===== src/rtl/ccr_unit.sv =====
// Condition-code register for the execute stage.
// Holds the Z/N/C flags, applies ALU flag updates and SETC/CLRC, and
// resolves JZ/JN/JC. A taken jump clears the flag it tested.
// A small shadow stack saves the flags on interrupt entry and restores
// them on RTI. stack_err is sticky until reset.
module ccr_unit #(
  parameter int DEPTH = 4,
  parameter int PTR_W = 2
) (
  input  logic             clk,
  input  logic             rst_n,
  input  logic [4:0]       alu_op,
  input  logic             op_valid,
  input  logic [2:0]       alu_flags,
  input  logic [2:0]       alu_flags_mask,
  input  logic             stall,
  input  logic             flush,
  input  logic             int_save,
  input  logic             rti_restore,
  output logic [2:0]       ccr,
  output logic             jump_taken,
  output logic [PTR_W:0]   depth,
  output logic             stack_err
);

  localparam logic [4:0]     OP_SETC   = 5'd1;
  localparam logic [4:0]     OP_CLRC   = 5'd2;
  localparam logic [4:0]     OP_JZ     = 5'd20;
  localparam logic [4:0]     OP_JN     = 5'd21;
  localparam logic [4:0]     OP_JC     = 5'd22;
  localparam logic [PTR_W:0] DEPTH_MAX = (PTR_W+1)'(DEPTH);

  logic [2:0]       ccr_r;
  logic [2:0]       ex_ccr_s;
  logic [2:0]       ccr_nxt_s;
  logic [PTR_W:0]   depth_r;
  logic [PTR_W:0]   depth_nxt_s;
  logic             err_r;
  logic             err_nxt_s;
  logic             push_s;
  logic             live_s;
  logic             jt_s;
  logic [PTR_W-1:0] push_idx_s;
  logic [PTR_W-1:0] pop_idx_s;
  logic [2:0]       stack_r [DEPTH];

  // A jump is taken when the EX op is live and the flag it tests is set.
  always_comb begin
    live_s = op_valid & ~flush & ~stall;
    jt_s   = 1'b0;
    case (alu_op)
      OP_JZ:   jt_s = live_s & ccr_r[0];
      OP_JN:   jt_s = live_s & ccr_r[1];
      OP_JC:   jt_s = live_s & ccr_r[2];
      default: jt_s = 1'b0;
    endcase
  end

  // Compute the flags that result from the EX op alone, before any stack effect.
  always_comb begin
    ex_ccr_s = ccr_r;
    if (!op_valid || flush) begin
      ex_ccr_s = ccr_r;
    end else begin
      case (alu_op)
        OP_SETC: ex_ccr_s[2] = 1'b1;
        OP_CLRC: ex_ccr_s[2] = 1'b0;
        // A taken jump clears the tested flag. A not-taken jump found the
        // flag already 0, so forcing it to 0 leaves the flags unchanged.
        OP_JZ:   ex_ccr_s[0] = 1'b0;
        OP_JN:   ex_ccr_s[1] = 1'b0;
        OP_JC:   ex_ccr_s[2] = 1'b0;
        default: ex_ccr_s = (ccr_r & ~alu_flags_mask) | (alu_flags & alu_flags_mask);
      endcase
    end
  end

  // Resolve stall, save and restore priority into the next flag and stack state.
  always_comb begin
    ccr_nxt_s   = ccr_r;
    depth_nxt_s = depth_r;
    err_nxt_s   = err_r;
    push_s      = 1'b0;
    push_idx_s  = depth_r[PTR_W-1:0];
    pop_idx_s   = depth_r[PTR_W-1:0] - PTR_W'(1);
    if (stall) begin
      ccr_nxt_s = ccr_r;
    end else if (int_save && rti_restore) begin
      err_nxt_s = 1'b1;
    end else if (rti_restore) begin
      if (depth_r != (PTR_W+1)'(0)) begin
        ccr_nxt_s   = stack_r[pop_idx_s];
        depth_nxt_s = depth_r - (PTR_W+1)'(1);
      end else begin
        err_nxt_s = 1'b1;
      end
    end else if (int_save) begin
      if (depth_r < DEPTH_MAX) begin
        push_s      = 1'b1;
        depth_nxt_s = depth_r + (PTR_W+1)'(1);
      end else begin
        err_nxt_s = 1'b1;
      end
      // The ISR always starts with clean flags, even when the push fails.
      ccr_nxt_s = 3'b000;
    end else begin
      ccr_nxt_s = ex_ccr_s;
    end
  end

  // Register the flags, the stack depth and the sticky error flag.
  always_ff @(posedge clk or negedge rst_n) begin
    if (!rst_n) begin
      ccr_r   <= 3'b000;
      depth_r <= (PTR_W+1)'(0);
      err_r   <= 1'b0;
    end else begin
      ccr_r   <= ccr_nxt_s;
      depth_r <= depth_nxt_s;
      err_r   <= err_nxt_s;
    end
  end

  // On a push, write the shadow stack with the flags of the instruction completing this cycle.
  always_ff @(posedge clk or negedge rst_n) begin
    if (!rst_n) begin
      for (int i = 0; i < DEPTH; i++) begin
        stack_r[i] <= 3'b000;
      end
    end else if (push_s) begin
      stack_r[push_idx_s] <= ex_ccr_s;
    end
  end

  assign ccr        = ccr_r;
  assign jump_taken = jt_s;
  assign depth      = depth_r;
  assign stack_err  = err_r;

endmodule


===== config.mk =====
export PLATFORM = sky130hd
export DESIGN_NAME = ccr_unit
export DESIGN_NICKNAME = d
export VERILOG_FILES = /design/src/rtl/ccr_unit.sv
export SDC_FILE = /design/constraint.sdc
export NUM_CORES = 1
export LEC_CHECK = 0
export CAP_MARGIN = 0
export CORE_MARGIN = 2
export CORE_UTILIZATION = 35
export CTS_CLUSTER_DIAMETER = 30
export DETAILED_ROUTE_END_ITERATION = 8
export RECOVER_POWER = 100
export SYNTH_ARGS = -nofsm -noshare
export SYNTH_HDL_FRONTEND = slang
export SYNTH_SLANG_ARGS = --single-unit

===== constraint.sdc =====
create_clock -name clk -period 1.87 [get_ports clk]
set_clock_uncertainty 0.2 [all_clocks]
set_input_delay 0.374 -clock clk [delete_from_list [all_inputs] [get_ports clk]]
set_output_delay 0.374 -clock clk [all_outputs]
set_load 0.05 [all_outputs]

# Yosys cells after proc, flatten, opt, wreduce, memory -nomap -nowiden
# Cells that the tools add are included.
# Widths: inputs -> output; s select.
# classes
eq_ne	8
bitwise_logic	14
muxes	28
magnitude_cmp	4
add_sub_neg	3
reduce_logical	15
# op_table
operator	n
$mux 3	11
$eq 5x5->1 const B	3
$bwmux 12	1
$mux 1	10
$reduce_or 4->1	2
$and 3x3->3	2
$bmux 3 s2	1
$demux 3 s2	1
$ge 3x3->1 const B	2
$ne 3x3->1 const B	2
$not 2->3	2
$pmux 1 s3	2
$reduce_bool 3->1	2
$and 1x1->1	5
$eq 5x1->1 const B	1
$eq 5x2->1 const B	1
$reduce_and 5->1	1
$pmux 1 s2	2
$reduce_and 4->1	1
$reduce_bool 2->1	2
$reduce_or 2->1	2
$add 3x1->3 const B	1
$lt 3x1->1 const B	1
$lt 3x3->1 const B	1
other kinds (10)	13
# word_totals
input_bits	18
regBits	19
out_inout_bits	8

# Logic depth before layout (Yosys ltp)
# logic_depth
ltp_word	7
depth_mapped	8
ltp_nobuf	6

# Worst setup path after synthesis
# OpenSTA, ideal clock, no wires.
# synth_timing
path_type	flip-flop to flip-flop
startpoint	register depth_r[0] (netlist: depth[0])
endpoint	register depth_r[0] (netlist: depth[0])
setup_slack_ns	-0.573
t_required_ns	1.546
arrival_time_ns	2.119
path_stages_with_launch	9
setup_time_ns	0.124
path_cell_list	dfrtp_1 > buf_2 > inv_1 > ha_1 > a21o_1 > o21a_1 > or3_1 > buf_2 > xnor2_1
# synth_between
elab_chain_cells	4
elab_cells_between_ends	11
cone_classes	add/sub (2); order compare (1); eq/ne (1); mux (4); reduce/logical (3)
# synth_lines
element	line	text
start: declaration	36	logic [PTR_W:0] depth_r;
start signal: assignment	115	depth_r <= (PTR_W+1)'(0);
start signal: assignment	119	depth_r <= depth_nxt_s;
$add 3x1->3	100	depth_nxt_s = depth_r + (PTR_W+1)'(1);
$mux 3	98	if (depth_r < DEPTH_MAX) begin
$mux 3	97	end else if (int_save) begin
$mux 3	90	end else if (rti_restore) begin
# Parallel ways exist; a longest one is shown, timed or not. The select of a mux whose other input is x is not followed.
# A chain may end at the register's enable or synchronous reset.

# Final worst setup path
# layout_timing
startpoint	input flush
endpoint	output jump_taken
# layout_between
elab_chain_cells	5
elab_cells_between_ends	7
cone_classes	mux (1); bitwise (6)
# layout_lines
element	line	text
start: declaration	17	input logic flush,
$not 1->1 (*)	49	live_s = op_valid & ~flush & ~stall;
$and 1x1->1 (*) (2 in a row)	49	
$and 1x1->1 (on tied branches)	54, 52, 53	
$pmux 1 s3 (*)	51	case (alu_op)
end: declaration	21	output logic jump_taken,
# Every way passes the cells marked *; elsewhere a longest branch is shown, timed or not.

==> impl_metrics.py <==
metrics = {
    "flow_run": {
        "cap_violations": 0,
    },
    "floorplan": {
        "die-area_um2": 4050,
        "rows": 21,
        "die_w_um": 63.6,
        "die_h_um": 63.6,
        "coreArea_um2": 3360,
        "pin_count": 26,
        "floorplan.initialDensity": 0.370,
    },
    "timing": {
        "finalCriticalPeriod_ns": 2.05,
        "worst_slack_ns": -0.181,
        "relSlewSlack": 0.328,
        "hold_viol_final": 0,
        "maxSlewViolCount": 0,
        "period_share": 1.10,
        "tightest_slew_ns": 1.01,
        "finalSetupViolCount": 1,
        "clock.fmax_mhz": 488,
        "rsz0062_at_grt": "true",
    },
    "clock_network": {
        "cts_sinks": 19,
        "clkTransAtPathRegs_ns": 0.11,
        "cts_buffers": 3,
        "root_buffer": "clkbuf_4",
        "hold_buffers": 0,
        "htree_levels": 1,
        "clkLatencyLatePin_ns": 0.30,
        "cts_buffer_depth": 2,
        "tritoncts": "done",
    },
    "place": {
        "portBuffers": 25,
        "place_ws_ns": -0.603,
        "gp_congestion": 0.869,
        "place_inst": 205,
        "dp_hpwl_mm": 2.39,
    },
    "final_layout": {
        "layout_commonest_cell": "buf_4",
        "layout_common_cells": "buf_4, dfrtp_1, mux2_2, nand2_1, clkdlybuf4s50_1",
        "areaGrowthSynthToFinish_pct": 49.9,
        "layout.cells.non_filler": 212,
        "antennaDiodeCount": 0,
        "drive_gt1_frac": 0.440,
        "num-nets-final": 191,
    },
    "detailed_routing": {
        "wirelength_mm": 3.04,
        "drtPass1Iterations": 4,
        "wl_per_cell_um": 14.3,
        "vias_per_cell": 5.12,
        "ant_nets": 0,
        "vias": 1086,
        "initialDrtViolationCount": 67,
        "drc": 0,
    },
    "synthesis": {
        "syn-cell-area_um2": 1240,
        "synthArstFlopShare": 1.00,
        "ys_seq_elements": 19,
        "synth_edf_count": 0,
        "synth_cell_types": 37,
        "avgSynthCellArea_um2": 10.5,
        "syn_inst": 118,
        "synth_nets": 142,
        "ys.warnings.count": 0,
        "synth-main-ff-cell": "dfrtp_1",
        "seq_area_frac_synth": 0.382,
    },
    "status": {
        "violations": "negative setup slack",
        "outcome": "finished with violations",
    },
    "pwr": {
        "intPower_w": 0.00134,
        "seqPwrFrac": 0.308,
        "combPwrFrac": 0.594,
        "total_power_w": 0.00223,
        "power_frac_clock": 0.098,
        "peakVddDrop_mv": 0.706,
        "p_leak_nw": 0.864,
        "switchingPower_w": 0.000885,
        "p_per_area_nw_per_um2": 1200,
        "switching_share": 0.397,
    },
    "grt": {
        "gr-usage-all-layers": 0.163,
        "antenna_found_initial": 0,
        "grt_pass1_vias": 1133,
        "grt_overflow": 0,
        "grt_pass1_wl_mm": 5.26,
        "grt_max_degree": 20,
    },
    "critical_path": {
        "endpoint_kind": "output pin",
        "crit_arrival_ns": 1.48,
        "worstPathMaxFanout": 2,
        "start_kind": "input pin",
        "crit_type": "in -> out",
        "required_ns": 1.30,
    },
    "worst_hold_path": {
        "hp-class": "reg -> reg",
    },
}
==> worst paths after layout <==
kind,from,slack (ns),depth (start not counted),to
min in group asynchronous,rst_n,0.54,2,ccr[0]$_DFFE_PN0P_
hold reg to reg,stack_err$_DFFE_PN0P_,0.28,1,stack_err$_DFFE_PN0P_
hold / removal,stack_err$_DFFE_PN0P_,0.28,1,stack_err$_DFFE_PN0P_
max in group asynchronous,rst_n,0.25,2,depth[1]$_DFFE_PN0P_
setup reg to reg,ccr[2]$_DFFE_PN0P_,0.04,7,stack_r[11]$_DFFE_PN0P_
setup / recovery,flush,-0.18,5,jump_taken
==> final cells by class <==
class                      count  area, um^2
fill                         312        1500
clock buffer                   3        22.5
clock inverter                 1        7.51
multi-input combinational     86         776
timing repair buffer          51         497
sequential                    19         479
inverter                       6        25.0
tap                           46        57.6
==> power by group through the flow <==
stage	clock [W]	combinational (W)	sequential (W)
after global placement	0	0.00124	0.000678
final	0.000219	0.00132	0.000687
after CTS	0.000227	0.00129	0.000681
after detailed placement	0	0.00127	0.000693
after floorplan	0	0.000569	0.000851
after global routing	0.000251	0.00142	0.000704
==> routing by layer <==
| metal | part of all wire | GRT usage |
|---|---|---|
| met1 | 0.41 | 0.202 |
| met2 | 0.53 | 0.293 |
| met3 | 0.045 | 0.0214 |
| met4 | 0.013 | 0.0489 |
| met5 | 0 | 0 |
==> sequential cells by signal, summed over array words and instances (netlist names) <==
| signal | cells |
|---|---|
| stack_r | 12 |
| stack_err | 1 |
| depth | 3 |
| ccr | 3 |
==> timing repair <==
item,4_1_cts,5_1_grt
buffers inserted,2,1
resized for setup,20,10
pin swaps,3,2
setup endpoints to repair,18,12
hold endpoints to repair,0,0
==> worst max-delay path, stage by stage <==
cell and delay, ns:
clkdlybuf4s15_1 0.18, nand2b_4 0.15, or4_4 0.52, nor2_4 0.11, buf_12 0.14
==> cells in the mapped netlist (2+ instances only) <==
master	n	share of area
nor2b_1	2	0.010
dfrtp_1	19	0.38
nor2_1	5	0.015
o21ai_0	2	0.0080
a211o_1	2	0.014
nand2_1	10	0.030
nor4b_1	2	0.014
and3_1	3	0.015
mux2_2	12	0.11
buf_2	3	0.012
mux4_2	3	0.054
inv_1	5	0.015
a32oi_1	2	0.014
a21o_1	4	0.024
a31oi_1	3	0.015
nand2b_1	2	0.010
ha_1	5	0.050
xnor2_1	4	0.028
nor4_1	2	0.010
a21oi_1	3	0.012
buf_4	3	0.018
mux2i_1	3	0.024
nor3_1	5	0.020
==> per-stage QoR <==
step	instance area (um^2)	TNS, ns	hold WS, ns	util
2_1_floorplan	1290	-0.932	-0.122	-
3_3_place_gp	1780	-8.36	0.243	0.529
3_5_place_dp	1780	-9.14	0.265	0.529
4_1_cts	1830	-0.187	0.198	0.543
5_1_grt	1860	-0.496	0.328	0.554
6_report	1860	-0.181	0.278	0.554
==> logic make-up (layout without fill, tap and decap cells) <==
logic type	count (synthesis)	count (layout)	share of synthesized area
AO/OA/AOI/OAI	21	21	0.121
adder cells (fa/ha/maj)	6	6	0.0664
multiplexers	18	18	0.187
buffers and inverters	13	61	0.0523
flip-flops	19	19	0.382
XOR/XNOR	4	4	0.0282
AND/OR/NAND/NOR	37	37	0.163
(Power assumes the default switching activity.)
